<file path="src/rtl/dataacq_pkg.sv">
// Shared constants and helpers for the data-acquisition decimation path.
package dataacq_pkg;

  localparam int DATA_W  = 12;
  localparam int PRESC_W = 7;
  localparam int SUM_W   = DATA_W + PRESC_W;
  localparam int OVR_W   = 8;

  // A prescaler value of zero is treated as "no decimation" (factor 1).
  function automatic logic [PRESC_W-1:0] eff_n(input logic [PRESC_W-1:0] p);
    return (p == '0) ? PRESC_W'(1) : p;
  endfunction

endpackage

</file>
<file path="src/rtl/decim_frame_counter.sv">
// Frame sequencing for the sample decimator: latches the decimation factor
// at each frame start, counts accepted samples and flags the last one.
// sync_clr restarts the frame; a sample arriving with it becomes sample 0.
module decim_frame_counter
  import dataacq_pkg::*;
(
  input  logic               SYS_CLK,
  input  logic               RESET_N,
  input  logic [PRESC_W-1:0] prescaler_value,
  input  logic               sync_clr,
  input  logic               in_valid,
  output logic               frame_start,
  output logic               frame_done,
  output logic               frame_busy
);

  logic [PRESC_W-1:0] cnt;
  logic [PRESC_W-1:0] n_lat;
  logic [PRESC_W-1:0] n_cur;
  logic [PRESC_W-1:0] cnt_cur;

  // Decode frame boundaries; at frame start the fresh factor applies immediately.
  always_comb begin
    frame_start = in_valid && (sync_clr || (cnt == '0));
    n_cur       = frame_start ? eff_n(prescaler_value) : n_lat;
    cnt_cur     = frame_start ? '0 : cnt;
    frame_done  = in_valid && (cnt_cur == (n_cur - PRESC_W'(1)));
  end

  assign frame_busy = (cnt != '0);

  // Sample counter and factor latch.
  always_ff @(posedge SYS_CLK or negedge RESET_N) begin
    if (!RESET_N) begin
      cnt   <= '0;
      n_lat <= PRESC_W'(1);
    end else begin
      if (in_valid) begin
        cnt <= frame_done ? '0 : (cnt_cur + PRESC_W'(1));
      end else if (sync_clr) begin
        cnt <= '0;
      end
      if (frame_start) begin
        n_lat <= n_cur;
      end
    end
  end

endmodule

</file>
<file path="src/rtl/sample_decimator.sv">
// Decimates the ADC sample stream by the prescaler factor and presents one
// result per frame on a valid/ready output; overwriting an unconsumed result
// pulses overrun and bumps a saturating counter.
// Build option SAMPLE_DECIM_ACCUM_EN: result is the sum of the frame samples;
// otherwise the result is the last sample of the frame (no accumulator).
module sample_decimator
  import dataacq_pkg::*;
(
  input  logic               SYS_CLK,
  input  logic               RESET_N,
  input  logic [PRESC_W-1:0] prescaler_value,
  input  logic               sync_clr,
  input  logic [DATA_W-1:0]  in_data,
  input  logic               in_valid,
  output logic [SUM_W-1:0]   out_data,
  output logic               out_valid,
  input  logic               out_ready,
  output logic               overrun,
  output logic [OVR_W-1:0]   overrun_cnt,
  output logic               frame_busy
);

  logic             frame_start;
  logic             frame_done;
  logic [SUM_W-1:0] sample_ext;
  logic [SUM_W-1:0] result;

  decim_frame_counter u_frame_counter (
    .SYS_CLK         (SYS_CLK),
    .RESET_N         (RESET_N),
    .prescaler_value (prescaler_value),
    .sync_clr        (sync_clr),
    .in_valid        (in_valid),
    .frame_start     (frame_start),
    .frame_done      (frame_done),
    .frame_busy      (frame_busy)
  );

  assign sample_ext = SUM_W'(in_data);

`ifdef SAMPLE_DECIM_ACCUM_EN
  logic [SUM_W-1:0] acc;
  logic [SUM_W-1:0] acc_base;

  // The first sample of a frame starts from zero rather than the stale sum.
  assign acc_base = frame_start ? '0 : acc;
  assign result   = acc_base + sample_ext;

  // Running sum of the current frame.
  always_ff @(posedge SYS_CLK or negedge RESET_N) begin
    if (!RESET_N) begin
      acc <= '0;
    end else if (in_valid) begin
      acc <= result;
    end else if (sync_clr) begin
      acc <= '0;
    end
  end
`else
  logic unused_frame_start;

  assign unused_frame_start = frame_start;
  assign result             = sample_ext;
`endif

  // Output register, handshake and overrun tracking.
  always_ff @(posedge SYS_CLK or negedge RESET_N) begin
    if (!RESET_N) begin
      out_data    <= '0;
      out_valid   <= 1'b0;
      overrun     <= 1'b0;
      overrun_cnt <= '0;
    end else begin
      overrun <= 1'b0;
      if (frame_done) begin
        out_data  <= result;
        out_valid <= 1'b1;
        if (out_valid && !out_ready) begin
          overrun <= 1'b1;
          if (overrun_cnt != '1) begin
            overrun_cnt <= overrun_cnt + OVR_W'(1);
          end
        end
      end else if (out_valid && out_ready) begin
        out_valid <= 1'b0;
      end
    end
  end

endmodule

</file>
<file path="config.mk">
export PLATFORM = sky130hd
export DESIGN_NAME = sample_decimator
export DESIGN_NICKNAME = d
export VERILOG_FILES = /design/src/rtl/dataacq_pkg.sv /design/src/rtl/decim_frame_counter.sv /design/src/rtl/sample_decimator.sv
export SDC_FILE = /design/constraint.sdc
export NUM_CORES = 1
export LEC_CHECK = 0
export ABC_CLOCK_PERIOD_IN_PS = 8300
export CAP_MARGIN = 20
export CORE_MARGIN = 10
export CORE_UTILIZATION = 52
export DETAILED_ROUTE_END_ITERATION = 16
export PLACE_DENSITY = 0.85
export RECOVER_POWER = 25
export SETUP_SLACK_MARGIN = 0.15
export SLEW_MARGIN = 20
export SYNTH_ARGS = -nofsm -noshare
export SYNTH_HDL_FRONTEND = slang
export SYNTH_SLANG_ARGS = --single-unit
</file>
<file path="constraint.sdc">
create_clock -name SYS_CLK -period 8.3 [get_ports SYS_CLK]
set_input_delay 1.66 -clock SYS_CLK [delete_from_list [all_inputs] [get_ports SYS_CLK]]
set_output_delay 1.66 -clock SYS_CLK [all_outputs]
set_load 0.01 [all_outputs]
</file>
Word level (Yosys, flattened, before mapping)
Index checks and enable logic that the tools add are counted.
{"block": "op_classes", "n_addsub": 3, "n_mul": 0, "div": 0, "order_cmp": 0, "eq_ne": 2, "shift": 0, "muxes": 10, "bitwise": 0, "reduce_logical": 12}
{"op": "two-way mux 7 bit", "n": 6}
{"op": "zero test 7 bit", "n": 2}
{"op": "adder 8 x 1 -> 8 bit, second input constant", "n": 1}
{"op": "!= test 8 bit, second input constant", "n": 1}
{"op": "adder 7 x 1 -> 7 bit, second input constant", "n": 1}
{"op": "equality test 7 bit", "n": 1}
{"op": "nonzero test 7 bit", "n": 1}
{"op": "subtractor 7 x 1 -> 7 bit, second input constant", "n": 1}
{"op": "logical AND 1 bit", "n": 4}
{"op": "two-way mux 1 bit", "n": 4}
{"op": "nonzero test 2 bit", "n": 2}
{"op": "AND reduction 3 bit", "n": 1}
{"op": "zero test 1 bit", "n": 1}
{"op": "logical OR 1 bit", "n": 1}
{"block": "totals", "regBits": 36, "latch_bits": 0, "ramBits": 0, "romBits": 0, "in_bits": 24, "out_inout_bits": 30, "elab_cells": 33, "memories": 0}

Logic depth before layout (Yosys ltp)
{"block": "depth", "word_depth": 9, "ltp_mapped": 17, "ltp_nobuf": 14}

Modules after synthesis
Synthesis repeated with hierarchy kept, for this count alone.
{"block": "unflattened", "cells_unflattened": 207, "hier_area_um2": 2065.7}
{"module": "decim_frame_counter", "instances": 1, "cells_each": 130, "area_per_inst_um2": 1082.3, "seq_area_each_um2": 351.6}
{"module": "sample_decimator", "instances": 1, "cells_each": 77, "area_per_inst_um2": 983.4, "seq_area_each_um2": 550.5}

Worst setup path after synthesis
OpenSTA, ideal clock, no wires.
{"block": "synth_path", "path_kind": "input to register", "startpoint": "in sync_clr", "endpoint": "reg overrun_cnt[1]", "setup_time_ns": 0.125, "arrival_ns": 4.494, "t_required_ns": 8.175, "setup_slack_ns": 3.681, "path_stages": 14, "path_buffers": 3, "cell_sequence": "clkbuf_1 -> o21ai_1 -> clkbuf_1 -> nand2_1 -> nand2_1 -> inv_1 -> ha_1 -> clkbuf_1 -> or4b_1 -> a31o_1 -> a22oi_2 -> a41oi_2 -> a311o_1 -> mux2_4"}
{"block": "synth_via", "elab_chain_cells": 7, "word_cells_on_any_way": 8, "cone_classes": "add/sub: 1; eq/ne: 1; mux: 2; reduce/logical: 4"}
{"element": "start: declaration", "line": "sample_decimator.sv:12", "text": "input logic sync_clr,"}
{"element": "logical OR 1 bit *", "line": "decim_frame_counter.sv:24", "text": "frame_start = in_valid && (sync_clr || (cnt == '0));"}
{"element": "logical AND 1 bit *", "line": "decim_frame_counter.sv:24"}
{"element": "two-way mux 7 bit", "line": "decim_frame_counter.sv:25", "text": "n_cur = frame_start ? eff_n(prescaler_value) : n_lat;"}
{"element": "subtractor 7 x 1 -> 7 bit", "line": "decim_frame_counter.sv:27", "text": "frame_done = in_valid && (cnt_cur == (n_cur - PRESC_W'(1)));"}
{"element": "equality test 7 bit *", "line": "decim_frame_counter.sv:27"}
{"element": "logical AND 1 bit *", "line": "decim_frame_counter.sv:27"}
{"element": "AND reduction 3 bit (no line) *"}
{"element": "end signal: assignment", "line": "sample_decimator.sv:81", "text": "overrun_cnt <= overrun_cnt + OVR_W'(1);"}
{"element": "end: declaration", "line": "sample_decimator.sv:19", "text": "output logic [OVR_W-1:0] overrun_cnt,"}
Every way passes the cells marked *; elsewhere a longest branch is shown, timed or not.
A chain may end at the register's enable or synchronous reset.

Final worst setup path
Same ends and word-level chain as after synthesis.

==> metrics <==
run status=finished with violations; violations in the final reports=max-capacitance violations, max-slew violations; Setup Buffers After CTS=0; number of global-route vias before repair=1639; commonest cells after routing, fill and taps aside=clkdlybuf4s50_1 (45), dfrtp_1 (35), nand2_1 (25); share of synthesized flip-flops with an asynchronous set or reset=1.00; global-route track usage on met3=0.0615; category of cells accounting for the largest share of critical-path delay=compound AO/OA/AOI/OAI gates; area of the core region=3740 um^2; Register Area=902 um^2; number of enable flip-flop cells after synthesis=0; average instance area after synthesis=10.0 um^2; Slew headroom=-0.262; type of origin of the critical path=input port; final clock period utilization by the worst path=0.635; net count of the finished layout=276; count of different cell masters after synthesis=53; Std-Cell Rows=22; portion of synthesized cell area occupied by the leading cell type=0.426; final-report max-slew violation count=37; HPWL after detailed placement=3.49 mm; GRT met1 Usage=0.166; number of antenna violations at the first check in global routing=0; crit path DAT=5460 ps; Min-Delay Path Depth=1; Num Clock Sinks=36; Total Neg Setup Slack=0 ps; IR drop worst, VDD=0.171 mV; worst hold path class=reg -> reg; area of the die=6870 um^2; Crit. End Element=flop; final routed DRC violation total=0; Max Clk Rate=0.190 GHz; pin count of the biggest net entering global routing=37; time the worst path needs with I/O delays and setup=5270 ps; FILL cells=311; Worst Tran Pin Value=1890 ps; P per Cell Area=229 nW/um^2; Final Hold Viols=0; global-route track usage on met2=0.211; # Max-Cap Violations=1; WL final=4.69 mm; global-route layer with the greatest usage=met2; number of setup violations in the final report=0; sequential area share after synthesis=0.439; share of cells above drive strength 1=0.0640; overflow left after global routing=0; yosys synthesis warning count=0; cell count of the worst reg-to-reg path=14; I/O pin cnt=54; total number of vias=1619; TritonRoute pass-1 iters=4; number of H-tree levels=2; cts bufs inserted=5; Syn Std Cell Area=2060 um^2; most common cell after layout, fill and taps aside=clkdlybuf4s50_1; maximum fanout along the worst path=22; skew final=5.93 ps; type of the worst setup path=in -> reg; Clk Tree Root Cell=clkbuf_8; flop and latch count out of synthesis=36; GRT Total Usage=0.136; Cells after Synth=205; Critical Path Max Stage Delay=680 ps; Static Leak=1.16 nW; clock-pin slew of the registers on the worst-case setup and hold paths=80 ps; antenna diode instance count=0; clock latency of the later-clocked register in the worst-skew pair=290 ps; routed wire length per instance=15.8 um; area grow syn2layout=27.4%; setup repair after global routing missed its margin=false; largest area contributor in the netlist=dfrtp_1; worst-path cell with the longest stage delay=o21ai_1; routability-driven placement congestion ratio=0.872; CP Buf/Inv Count=3; TritonCTS clock tree=done; Hold Buf Count CTS=0; cts repair resizes=0; starting density of the core=0.549; number of gates on the worst path with buffers counted=13; Cell Chain, Critical Path=clkdlybuf4s50_1 -> o21ai_1 -> nand2_1 -> nand2_1 -> inv_1 -> ha_1 -> or4b_1 -> a31o_1 -> a22oi_2 -> a41oi_2 -> buf_4 -> a311o_1 -> mux2_4; top cells by area, synth=dfrtp_1 (43%), mux2_1 (6.6%), nand2_1 (4.6%); required time worst endpoint=8480 ps; Die X-Extent=82.9 um; global-route wire length before repair=8.09 mm; post-DR vias/cell=5.43; buffers added on ports=46; Multi-input gate area=1060 um^2; Die Ht=82.9 um; cell repeated most along the worst path=nand2_1; total power of the final layout=0.599 mW; first-iteration detailed-routing DRC count=84; clock tree buffer depth=2; Antenna Nets Post-Route=0; commonest register cell after synthesis=dfrtp_1
path summary, 6_finish.rpt:
| path | startpoint | end | slack (ps) |
|---|---|---|---|
| setup / recovery | sync_clr | overrun_cnt[1]$_DFFE_PN0P_ | 3030 |
| hold / removal | out_data[1]$_DFFE_PN0P_ | out_data[1]$_DFFE_PN0P_ | 490 |
| setup reg to reg | u_frame_counter.cnt[1]$_DFFE_PN0P_ | overrun_cnt[1]$_DFFE_PN0P_ | 4130 |
| hold reg to reg | out_data[1]$_DFFE_PN0P_ | out_data[1]$_DFFE_PN0P_ | 490 |
| max in group asynchronous | RESET_N | u_frame_counter.cnt[4]$_DFFE_PN0P_ | 5330 |
| min in group asynchronous | RESET_N | u_frame_counter.n_lat[1]$_DFFE_PN0N_ | 1880 |
synthesized netlist by cell type (all sizes together) (6+ instances only):
cell type and number:
dfrtp 35, xor2 10, mux2 13, xnor2 7, nand2b 7, clkbuf 6
buf 10, nand3 9, o21ai 9, nor2 13, nand2 25
metal layers:
layer  wire length, um  vias up
met5                 0        -
met1              1980      783
met3               418        5
li1                  -      792
met2              2260       39
met4                33        0
metrics by stage:
| step | worst slack (ps) | utilization | cell area, um^2 | cells | hold WS [ps] |
|---|---|---|---|---|---|
| after global routing | 2720 | 0.700 | 2620 | 298 | 516 |
| after detailed placement | 2720 | 0.669 | 2500 | 290 | 482 |
| final | 3030 | 0.700 | 2620 | 298 | 494 |
| after CTS | 3020 | 0.700 | 2620 | 298 | 500 |
| after global placement | 2810 | 0.669 | 2500 | 290 | 472 |
| after floorplan | 3680 | - | 2080 | 211 | 465 |
flip-flops by register name, summed over array words and instances, names as in the netlist:
register and flops:
u_frame_counter.cnt 7, overrun 1, overrun_cnt 8, u_frame_counter.n_lat 7
out_data 12, out_valid 1
report_power, final:
group          switching (mW)  internal [mW]  leakage, nW
Combinational          0.0859          0.110        0.631
Clock                  0.0684         0.0905       0.0548
Sequential             0.0274          0.217        0.475
Total                   0.182          0.417         1.16
logic make-up after synthesis:
family,share of synthesized area
mux,0.0779
flops,0.439
xor+xnor,0.0724
simple gates,0.233
other cells,0.00182
buf+inv,0.0542
fa+ha+maj,0.0183
compound gates,0.104
layout make-up:
class	count	share of cell area
clock buffers	5	0.0263
clock inverters	3	0.0177
repair buffers	47	0.176
flip-flops and latches	36	0.344
inverters	4	0.00573
well taps	48	0.0229
multi-input cells	155	0.407
No activity file was read; power rests on OpenSTA's default activity.
